--- config.mk ---
export PLATFORM = sky130hd
export DESIGN_NAME = prog_seq_flat
export DESIGN_NICKNAME = d
export VERILOG_FILES = /design/src/rtl/prog_seq_if.sv /design/src/rtl/prog_seq.sv /design/src/flat_wrapper.sv
export SDC_FILE = /design/constraint.sdc
export NUM_CORES = 1
export LEC_CHECK = 0
export CAP_MARGIN = 20
export CELL_PAD_IN_SITES_DETAIL_PLACEMENT = 0
export CELL_PAD_IN_SITES_GLOBAL_PLACEMENT = 1
export CORE_ASPECT_RATIO = 0.8
export CORE_UTILIZATION = 30
export DETAILED_ROUTE_END_ITERATION = 10
export PLACE_DENSITY = 0.66
export SETUP_SLACK_MARGIN = 0.1
export SYNTH_ARGS = -nofsm -noshare
export SYNTH_HDL_FRONTEND = slang
export SYNTH_SLANG_ARGS = --single-unit
export TNS_END_PERCENT = 30
--- constraint.sdc ---
create_clock -name clk -period 2.3 [get_ports clk]
set_clock_uncertainty 0.1 [all_clocks]
set_input_delay 0.46 -clock clk [delete_from_list [all_inputs] [get_ports clk]]
set_output_delay 0.46 -clock clk [all_outputs]
set_load 0.03 [all_outputs]
--- src/rtl/prog_seq_if.sv ---
// Bundles the program-sequencer control inputs and status outputs.
// master drives the controls; slave is the sequencer itself.
interface prog_seq_if #(
  parameter int unsigned D = 9
);
  logic         req;
  logic         stall;
  logic         halt;
  logic         ret;
  logic         call;
  logic         absj;
  logic         relj;
  logic [D-1:0] target;
  logic [D-1:0] prog_ctr;
  logic         busy;
  logic         done;
  logic         stack_err;

  modport master (
    output req, stall, halt, ret, call, absj, relj, target,
    input  prog_ctr, busy, done, stack_err
  );

  modport slave (
    input  req, stall, halt, ret, call, absj, relj, target,
    output prog_ctr, busy, done, stack_err
  );
endinterface

--- src/rtl/prog_seq.sv ---
// Program sequencer: walks a D-bit address space with call/return stack,
// absolute/relative jumps, halt and a req/done start handshake.
module prog_seq #(
  parameter int unsigned D = 9,
  parameter int unsigned S = 4
) (
  input  logic      clk,
  input  logic      reset,
  prog_seq_if.slave bus
);
  localparam int unsigned SPW = $clog2(S + 1);
  localparam int unsigned AW  = (S > 1) ? $clog2(S) : 1;

  typedef enum logic [1:0] {
    ST_IDLE = 2'd0,
    ST_RUN  = 2'd1,
    ST_DONE = 2'd2
  } state_t;

  state_t         r_state;
  state_t         w_state_nxt;
  logic [D-1:0]   r_pc;
  logic [D-1:0]   w_pc_nxt;
  logic [D-1:0]   w_pc_inc;
  logic [D-1:0]   w_pop_data;
  logic [SPW-1:0] r_sp;
  logic [SPW-1:0] w_sp_nxt;
  logic           r_err;
  logic           w_err_nxt;
  logic           r_busy;
  logic           r_done;
  logic           w_push;
  logic           w_step;
  logic           w_empty;
  logic           w_full;
  logic [AW-1:0]  w_top_idx;
  logic [AW-1:0]  w_push_idx;
  logic [D-1:0]   r_stack [S];

  assign w_pc_inc   = r_pc + D'(1);
  assign w_empty    = (r_sp == '0);
  assign w_full     = (r_sp == SPW'(S));
  assign w_top_idx  = AW'(r_sp - SPW'(1));
  assign w_push_idx = AW'(r_sp);
  assign w_pop_data = r_stack[w_top_idx];

  // Next-state and datapath decode; one action per unstalled RUN cycle.
  always_comb begin
    w_state_nxt = r_state;
    w_pc_nxt    = r_pc;
    w_sp_nxt    = r_sp;
    w_err_nxt   = r_err;
    w_push      = 1'b0;
    w_step      = 1'b0;

    case (r_state)
      ST_IDLE: begin
        w_pc_nxt = '0;
        if (bus.req) begin
          w_state_nxt = ST_RUN;
          w_sp_nxt    = '0;
          w_err_nxt   = 1'b0;
        end
      end

      ST_RUN: begin
        if (!bus.stall) begin
          if (bus.halt) begin
            w_state_nxt = ST_DONE;
          end else if (bus.ret) begin
            if (!w_empty) begin
              w_pc_nxt = w_pop_data;
              w_sp_nxt = r_sp - SPW'(1);
            end else begin
              w_err_nxt = 1'b1;
              w_step    = 1'b1;
            end
          end else if (bus.call) begin
            if (!w_full) begin
              w_push   = 1'b1;
              w_sp_nxt = r_sp + SPW'(1);
              w_pc_nxt = bus.target;
            end else begin
              w_err_nxt = 1'b1;
              w_step    = 1'b1;
            end
          end else if (bus.absj) begin
            w_pc_nxt = bus.target;
          end else if (bus.relj) begin
            // D-bit add of a D-bit two's-complement offset wraps mod 2^D.
            w_pc_nxt = r_pc + bus.target;
          end else begin
            w_step = 1'b1;
          end

          // Stepping off the last address ends the program instead of wrapping.
          if (w_step) begin
            if (&r_pc) begin
              w_state_nxt = ST_DONE;
            end else begin
              w_pc_nxt = w_pc_inc;
            end
          end
        end
      end

      ST_DONE: begin
        if (!bus.req) begin
          w_state_nxt = ST_IDLE;
          w_pc_nxt    = '0;
        end
      end

      default: begin
        w_state_nxt = ST_IDLE;
        w_pc_nxt    = '0;
      end
    endcase
  end

  always_ff @(posedge clk) begin
    if (reset) begin
      r_state <= ST_IDLE;
      r_pc    <= '0;
      r_sp    <= '0;
      r_err   <= 1'b0;
      r_busy  <= 1'b0;
      r_done  <= 1'b0;
    end else begin
      r_state <= w_state_nxt;
      r_pc    <= w_pc_nxt;
      r_sp    <= w_sp_nxt;
      r_err   <= w_err_nxt;
      r_busy  <= (w_state_nxt == ST_RUN);
      r_done  <= (w_state_nxt == ST_DONE);
    end
  end

  // Stack storage needs no reset: the pointer alone defines its contents.
  always_ff @(posedge clk) begin
    if (!reset && w_push) begin
      r_stack[w_push_idx] <= w_pc_inc;
    end
  end

  assign bus.prog_ctr  = r_pc;
  assign bus.busy      = r_busy;
  assign bus.done      = r_done;
  assign bus.stack_err = r_err;
endmodule

--- src/flat_wrapper.sv ---
// flat-port wrapper written by rule: the top's interface ports become plain ports
module prog_seq_flat 
#(
  parameter int unsigned D = 9,
  parameter int unsigned S = 4
)
  (clk, reset, bus_req, bus_stall, bus_halt, bus_ret, bus_call, bus_absj, bus_relj, bus_target, bus_prog_ctr, bus_busy, bus_done, bus_stack_err);
  prog_seq_if #(.D(D)) bus_i ();
  input  logic clk;
  input  logic reset;
  input wire logic [$bits(bus_i.req)-1:0] bus_req;
  input wire logic [$bits(bus_i.stall)-1:0] bus_stall;
  input wire logic [$bits(bus_i.halt)-1:0] bus_halt;
  input wire logic [$bits(bus_i.ret)-1:0] bus_ret;
  input wire logic [$bits(bus_i.call)-1:0] bus_call;
  input wire logic [$bits(bus_i.absj)-1:0] bus_absj;
  input wire logic [$bits(bus_i.relj)-1:0] bus_relj;
  input wire logic [$bits(bus_i.target)-1:0] bus_target;
  output wire logic [$bits(bus_i.prog_ctr)-1:0] bus_prog_ctr;
  output wire logic [$bits(bus_i.busy)-1:0] bus_busy;
  output wire logic [$bits(bus_i.done)-1:0] bus_done;
  output wire logic [$bits(bus_i.stack_err)-1:0] bus_stack_err;
  assign bus_i.req = bus_req;
  assign bus_i.stall = bus_stall;
  assign bus_i.halt = bus_halt;
  assign bus_i.ret = bus_ret;
  assign bus_i.call = bus_call;
  assign bus_i.absj = bus_absj;
  assign bus_i.relj = bus_relj;
  assign bus_i.target = bus_target;
  assign bus_prog_ctr = bus_i.prog_ctr;
  assign bus_busy = bus_i.busy;
  assign bus_done = bus_i.done;
  assign bus_stack_err = bus_i.stack_err;
  prog_seq #(.D(D), .S(S)) u_core (.clk(clk), .reset(reset), .bus(bus_i));
endmodule
## Word level (Yosys, flattened, before mapping)

Memory sizes are Yosys's and may differ from the RTL's.
Index checks and enable logic that the tools add are counted.

- Output and inout port bits: 12
- Register bits: 17
- Memories: 1
- Input bits: 18
- Word-level logic and storage cells: 86
- RAM bits: 36

Memories:

| name | words | bits a word | rd ports | clocked after memory_dff | write ports | line | text |
|---|---|---|---|---|---|---|---|
| u_core.r_stack | 4 | 9 | 1 | 0 | 1 | prog_seq.sv:38 | `logic [D-1:0] r_stack [S];` |

- Reductions and logical operators: 9
- Multiplexer cells: 52
- Add/sub/neg operators: 4
- Equality and inequality tests: 14

Operator list:

| cell | count |
|---|---|
| $mux 9 | 11 |
| $mux 1 | 24 |
| $mux 3 | 7 |
| $pmux 9 s2 | 1 |
| $reduce_and 7->1 | 2 |
| $mux 2 | 6 |
| $add 9x1->9 const B | 1 |
| $add 9x9->9 | 1 |
| $ne 3x3->1 const B | 3 |
| $reduce_and 9->1 | 1 |
| $ne 2x2->1 const B | 4 |
| $ne 3x2->1 const B | 2 |
| $pmux 2 s3 | 1 |
| $pmux 3 s2 | 1 |
| $eq 2x1->1 const B | 2 |
| $eq 2x2->1 const B | 2 |
| $add 3x1->3 const B | 1 |
| $eq 3x3->1 const B | 1 |
| $logic_not 3->1 | 1 |
| $sub 3x1->3 const B | 1 |
| $logic_not 2->1 | 1 |
| $pmux 1 s2 | 1 |
| $reduce_and 2->1 | 1 |
| $reduce_bool 2->1 | 1 |
| 2 further kinds | 2 |

## Longest topological paths before layout

- Depth after elaboration: 11
- Gate-level depth with buffers: 10
- Gate-level depth less buffers: 10

## Worst setup path after synthesis

OpenSTA, ideal clock, no wires.

- Path kind: flip-flop to flip-flop
- Start point: reg u_core.r_pc[0] (netlist: u_core.bus.prog_ctr[0])
- End point: reg u_core.r_pc[8] (netlist: u_core.bus.prog_ctr[8])
- Setup slack: -253 ps
- Library setup time: 126 ps
- Arrival time: 2327 ps
- Period minus slack after synthesis: 2553 ps
- Data required time: 2074 ps
- Buffers on the path: 0
- Stages on the path, launching flop included: 9
- Cells stage by stage: dfxtp_1 -> ha_1 -> fa_1 -> a21o_1 -> a21oi_1 -> o21ai_0 -> or4_1 -> a31oi_1 -> o21ai_0

- Cells in the longest elaborated chain, start to end: 10
- Elaborated cells between the ends (all ways): 12
- Those cells by class: 2 x add/sub; 9 x mux; 1 x reduce/logical

RTL lines:

| element | line | text |
|---|---|---|
| start: declaration | prog_seq.sv:22 | `logic [D-1:0] r_pc;` |
| start signal: assignment | prog_seq.sv:131 | `r_pc <= w_pc_nxt;` |
| $add 9x9->9 | prog_seq.sv:91 | `w_pc_nxt = r_pc + bus.target;` |
| $mux 9 | prog_seq.sv:89 | `end else if (bus.relj) begin` |
| $mux 9 | prog_seq.sv:87 | `end else if (bus.absj) begin` |
| $mux 9 | prog_seq.sv:78 | `end else if (bus.call) begin` |
| $mux 9 | prog_seq.sv:70 | `end else if (bus.ret) begin` |
| $mux 9 | prog_seq.sv:68 | `if (bus.halt) begin` |
| $mux 9 | prog_seq.sv:98 | `if (&r_pc) begin` |
| $mux 9 * | prog_seq.sv:97 | `if (w_step) begin` |
| $mux 9 * | prog_seq.sv:67 | `if (!bus.stall) begin` |
| $pmux 9 s2 * | prog_seq.sv:56 | `case (r_state)` |

Mark *: on every way between the ends. The rest lies on a longest branch, timed or not. The select of a mux whose other input is x is not followed.
A chain may end at the register's enable or synchronous reset.

## Final worst setup path

- Start point: reg u_core.r_pc[0] (netlist: u_core.bus.prog_ctr[0])
- End point: reg u_core.r_pc[7] (netlist: u_core.bus.prog_ctr[7])

Same word-level chain as after synthesis.

==> impl_metrics.env <==
export IMPL_status="completed"
export IMPL_port_buffers=29
export IMPL_topRoutingLayerUsed="met4"
export IMPL_swShare_pct=29.6
export IMPL_grt_pass1_vias=2768
export IMPL_place_congestion=0.815
export IMPL_synth_seq_cells=53
export IMPL_cts_sinks=53
export IMPL_area_delta_synth_final_pct=43.9
export IMPL_syn_cell_area_um2=3260
export IMPL_power_switching_uw=750
export IMPL_drt_total_wl_um=9740
export IMPL_overflow=0
export IMPL_route_met3_wl_um=507
export IMPL_first_pass_iters=4
export IMPL_period_needed_ps=2270
export IMPL_p_comb_share_pct=27.2
export IMPL_cp_start_kind="flip-flop"
export IMPL_synthTopCellsByArea="edfxtp_1, dfxtp_1, mux4_2"
export IMPL_htreeDepth=2
export IMPL_drive_gt1_share_pct=36.2
export IMPL_cp_required_ps=2420
export IMPL_vias_per_cell=5.14
export IMPL_clk_latency_ps=310
export IMPL_cp_arrival_ps=2390
export IMPL_cp_max_fo=4
export IMPL_row_count=33
export IMPL_ios=30
export IMPL_internal_power_uw=1790
export IMPL_route_detailed_drc=0
export IMPL_cts_tree="built"
export IMPL_p_clk_share_pct=31.3
export IMPL_wl_per_cell_um=17.6
export IMPL_power_leakage_uw=0.00182
export IMPL_synth_edf_count=36
export IMPL_yosysSeqAreaShare_pct=43.6
export IMPL_path_clk_slew_ps=70
export IMPL_finalPower_uw=2540
export IMPL_cts_hold_fix_buffers=0
export IMPL_hold_class="reg2reg"
export IMPL_yosys_warnings=0
export IMPL_grt_max_degree=20
export IMPL_vdd_drop_max_v=0.000363
export IMPL_cts_root_buf="clkbuf_16"
export IMPL_grt_pass1_wl_um=15400
export IMPL_clockBufferDepth=2
export IMPL_drv_slew=0
export IMPL_fin_nets=447
export IMPL_slew_headroom_pct=71.4
export IMPL_dieHeight_um=95.2
export IMPL_wl_met2_um=4340
export IMPL_start_util_pct=31.3
export IMPL_synthFlopType="edfxtp_1"
export IMPL_synth_area_leader_cell="edfxtp_1"
export IMPL_async_flop_share_pct=0
export IMPL_cts_buffers=5
export IMPL_critPathKind="reg2reg"
export IMPL_layout_setup_ws_ps=27.0
export IMPL_seq_power_share_pct=41.6
export IMPL_fin_crit_sh_pct=98.8
export IMPL_drt_iter0_drc=217
export IMPL_fmax_ghz=0.440
export IMPL_tightest_slew_ps=426
export IMPL_grt_use_total_pct=18.3
export IMPL_num_vias=2848
export IMPL_end_kind="flip-flop"
export IMPL_yosys_cell_types_count=63
export IMPL_rsz0062_at_grt="true"
export IMPL_syn_inst=305
export IMPL_setup_viol=0
export IMPL_hold_violations=0
export IMPL_synth_top_cell_area_share_pct=33.2
export IMPL_place_worst_setup_slack_ps=-537
export IMPL_die_area_um2=11300
export IMPL_antenna_found_initial=0
export IMPL_antennaDiodeCount=0
export IMPL_power_density_nw_per_um2=541
export IMPL_maxCapViolCount=0
export IMPL_coreArea_um2=10400
export IMPL_drt_met1_wl_um=4830
export IMPL_die_w_um=118
export IMPL_dpl_hpwl_um=7520
export IMPL_syn_avg_cell_area_um2=10.7
export IMPL_synth_fp_nets=339
export IMPL_ant_nets=0
[kinds of logic (layout without fill, tap and decap cells)]
group | Yosys count | in the layout | share of synthesized area (%)
buf+inv | 21 | 130 | 3.53
flops | 53 | 53 | 43.6
compound gates | 83 | 83 | 17.7
mux | 15 | 15 | 8.11
simple gates | 103 | 103 | 16.8
fa+ha+maj | 16 | 16 | 6.38
xor+xnor | 14 | 14 | 3.76
[state kept, by name, summed over array words and instances, names as in the netlist]
signal,count
u_core.r_stack,36
u_core.bus.prog_ctr,9
u_core.r_sp,3
u_core.r_state,2
u_core.bus.busy,1
u_core.bus.done,1
u_core.bus.stack_err,1
[placed cells by master (no fill, tap or decap), drive strengths merged, types with 9 or more instances in the layout]
master and instances:
nand3 14, o21ai 13, nor2 27, edfxtp 36
mux4 9, dfxtp 17, clkdlybuf4s50 24, ha 15
buf 85, a21oi 15, nand2 21, inv 10
[cells in the mapped netlist (all sizes together) (5+ instances only)]
library cell and n:
nor3 6, dfxtp 17, nor2 27, a31oi 7
buf 6, xor2 6, a211oi 8, xnor2 8
nand2 21, nand3 14, ha 15, inv 8
mux4 9, clkbuf 7, mux2i 5, edfxtp 36
nor2b 6, nand2b 5, a21o 5, o21ai 13
and2 6, a21oi 15
[power groups by stage]
stage | logic [uW] | clock network, uW | registers, uW
after floorplan | 338 | 0 | 1110
after global placement | 629 | 0 | 1070
after detailed placement | 634 | 0 | 1080
after CTS | 656 | 814 | 1050
after global routing | 748 | 849 | 1060
final | 689 | 793 | 1060
[worst max-delay path: stages (launching register included)]
cell and delay, ps:
dfxtp_4 400, ha_2 200, nand3_2 120, nor2_4 110
and3_4 190, ha_2 180, buf_4 100, a21o_1 100
buf_4 120, and3_4 180, o211ai_1 140, a211oi_1 260
[cell type report]
cell class / instances / area (um^2)
Multi-Input combinational cell: 231 / 1900
Clock buffer: 5 / 125
Clock inverter: 3 / 28.8
Fill cell: 1009 / 5720
Inverter: 8 / 30.0
Timing Repair Buffer: 114 / 993
Tap cell: 140 / 175
Sequential cell: 53 / 1430
[routing by layer]
layer	vias up	global-route usage, %
met1	1369	27.0
met3	8	2.81
met5	-	0
li1	1396	-
met2	75	28.2
met4	0	3.80
[stage by stage]
stage | setup TNS [ps] | instance area (um^2) | util (%) | instances | hold slack, ps
after global routing | -225 | 4690 | 45.0 | 554 | 423
after CTS | -74.6 | 4540 | 43.7 | 551 | 385
after detailed placement | -10390 | 4300 | 41.4 | 540 | 362
after global placement | -9360 | 4300 | 41.4 | 540 | 356
after floorplan | 0 | 3280 | - | 305 | 428
final | 0 | 4690 | 45.0 | 554 | 376
[final timing paths]
path	cells past startpoint	endpoint	start	slack, ps
max reg2reg	11	u_core.bus.prog_ctr[7]	u_core.bus.prog_ctr[0]	30
min	2	u_core.bus.stack_err	u_core.bus.stack_err	380
max	11	u_core.bus.prog_ctr[7]	u_core.bus.prog_ctr[0]	30
min reg2reg	2	u_core.bus.stack_err	u_core.bus.stack_err	380
[what timing repair did]
| item | 4_1_cts | 5_1_grt |
|---|---|---|
| setup buffers | 4 | 3 |
| endpoints found under the setup margin | 9 | 48 |
| pin swaps | 17 | 13 |
| gates resized for setup | 17 | 28 |
Note: power is estimated with default switching activity, not from simulation.
==> patch: new RTL, same flow settings <==
`r_pc` no longer has a reset.
--- a/src/rtl/prog_seq.sv
+++ b/src/rtl/prog_seq.sv
@@ -122,5 +122,4 @@
     if (reset) begin
       r_state <= ST_IDLE;
-      r_pc    <= '0;
       r_sp    <= '0;
       r_err   <= 1'b0;
@@ -129,5 +128,4 @@
     end else begin
       r_state <= w_state_nxt;
-      r_pc    <= w_pc_nxt;
       r_sp    <= w_sp_nxt;
       r_err   <= w_err_nxt;
@@ -135,4 +133,8 @@
       r_done  <= (w_state_nxt == ST_DONE);
     end
+  end
+
+  always_ff @(posedge clk) begin
+    r_pc <= w_pc_nxt;
   end
 
Behaviour: differs if reset is asserted again (counterexample within 4 cycles, from zero or initial values and one cycle with reset high); with reset held inactive, the same outputs for 4 cycles.
==> patch against the unedited design <==
Sequential power rose by 6%; setup slack got worse by 0.38 ns; the flow now finishes with violations (setup timing); non-clock buffer count increased by 10; highest routed layer unchanged; design area is 7.0% higher; sequential cell count stayed put; area after synthesis grew 0.61%; worst hold slack gained 0.015 ns; power grew 15%; wire length rose by 1.1%.
==> patch: results (changes against the unedited design) <==
number of gates resized after CTS 60 (+43); mux share of post-synthesis cell area 7.407% (-0.70 points); First-pass DRT Iterations 5 (+1); Final Setup Violations 4 (+4); setup ws final -0.3508 ns (-0.3778 ns); CP Max Fanout 3 (-1); Critical Path Max Stage Delay 0.51 ns (+0.11 ns); WL/cell 17.50 um (-0.50%); sequential cell area share 30.17% (-0.37 points); Post-synth EDFFs 45 (+25%); DP Worst Slack -0.9299 ns (-0.3926 ns); clock network area share 3.070% (-0.21 points); Signal inverters 14 (+6); Clock Power Share 27.4% (-3.9 points); dpl cell area 4343 um^2 (+0.93%); setup_tns -0.9761 ns (-0.9761 ns); comb_multi_in 224 (-3.0%); status complete, but fails checks; worst r2r src u_core.bus.prog_ctr[0]; sequential share of the synthesized area 46.12% (+2.5 points); Synth Area in Adders 6.338% (-0.039 points); Worst R2R Path Depth 9 (-2); failing checks setup timing; post-DP HPWL 7357 um (-2.2%); most common library cells after synthesis edfxtp_1 (45), a21oi_1 (24), nor2_1 (24), nand2_1 (22), ha_1 (15); multi-input logic area 2049 um^2 (+7.7%); switching share of power 31.91% (+2.4 points); Compound-Gate Fraction of Synth Area 19.63% (+1.9 points); worst vdd ir 0.3467 mV (-4.4%); placer congestion estimate 0.8160 (about the same); vias in the first global route 2808 (+1.4%)
## patch: per-layer routing
metal / track usage [%] / vias up / wire (um)
met4: 2.321 / 0 / 57
met1: 26.41 / 1424 / 4925
met2: 26.32 / 82 / 4392
met5: 0 / - / 0
met3: 3.110 / 9 / 475
li1: - / 1416 / -
## patch: worst max-delay path by stage
stage / startpoint / end / slack (ns)
3_5_place_dp: bus_target[0] / u_core.bus.prog_ctr[8] / -0.93
5_1_grt: u_core.bus.prog_ctr[0] / u_core.bus.prog_ctr[8] / -0.46
6_report: u_core.bus.prog_ctr[0] / u_core.bus.prog_ctr[8] / -0.35
2_1_floorplan: u_core.bus.prog_ctr[0] / u_core.bus.prog_ctr[8] / -0.51
3_3_place_gp: bus_target[0] / u_core.bus.prog_ctr[8] / -0.88
4_1_cts: u_core.bus.prog_ctr[0] / u_core.bus.prog_ctr[8] / -0.36
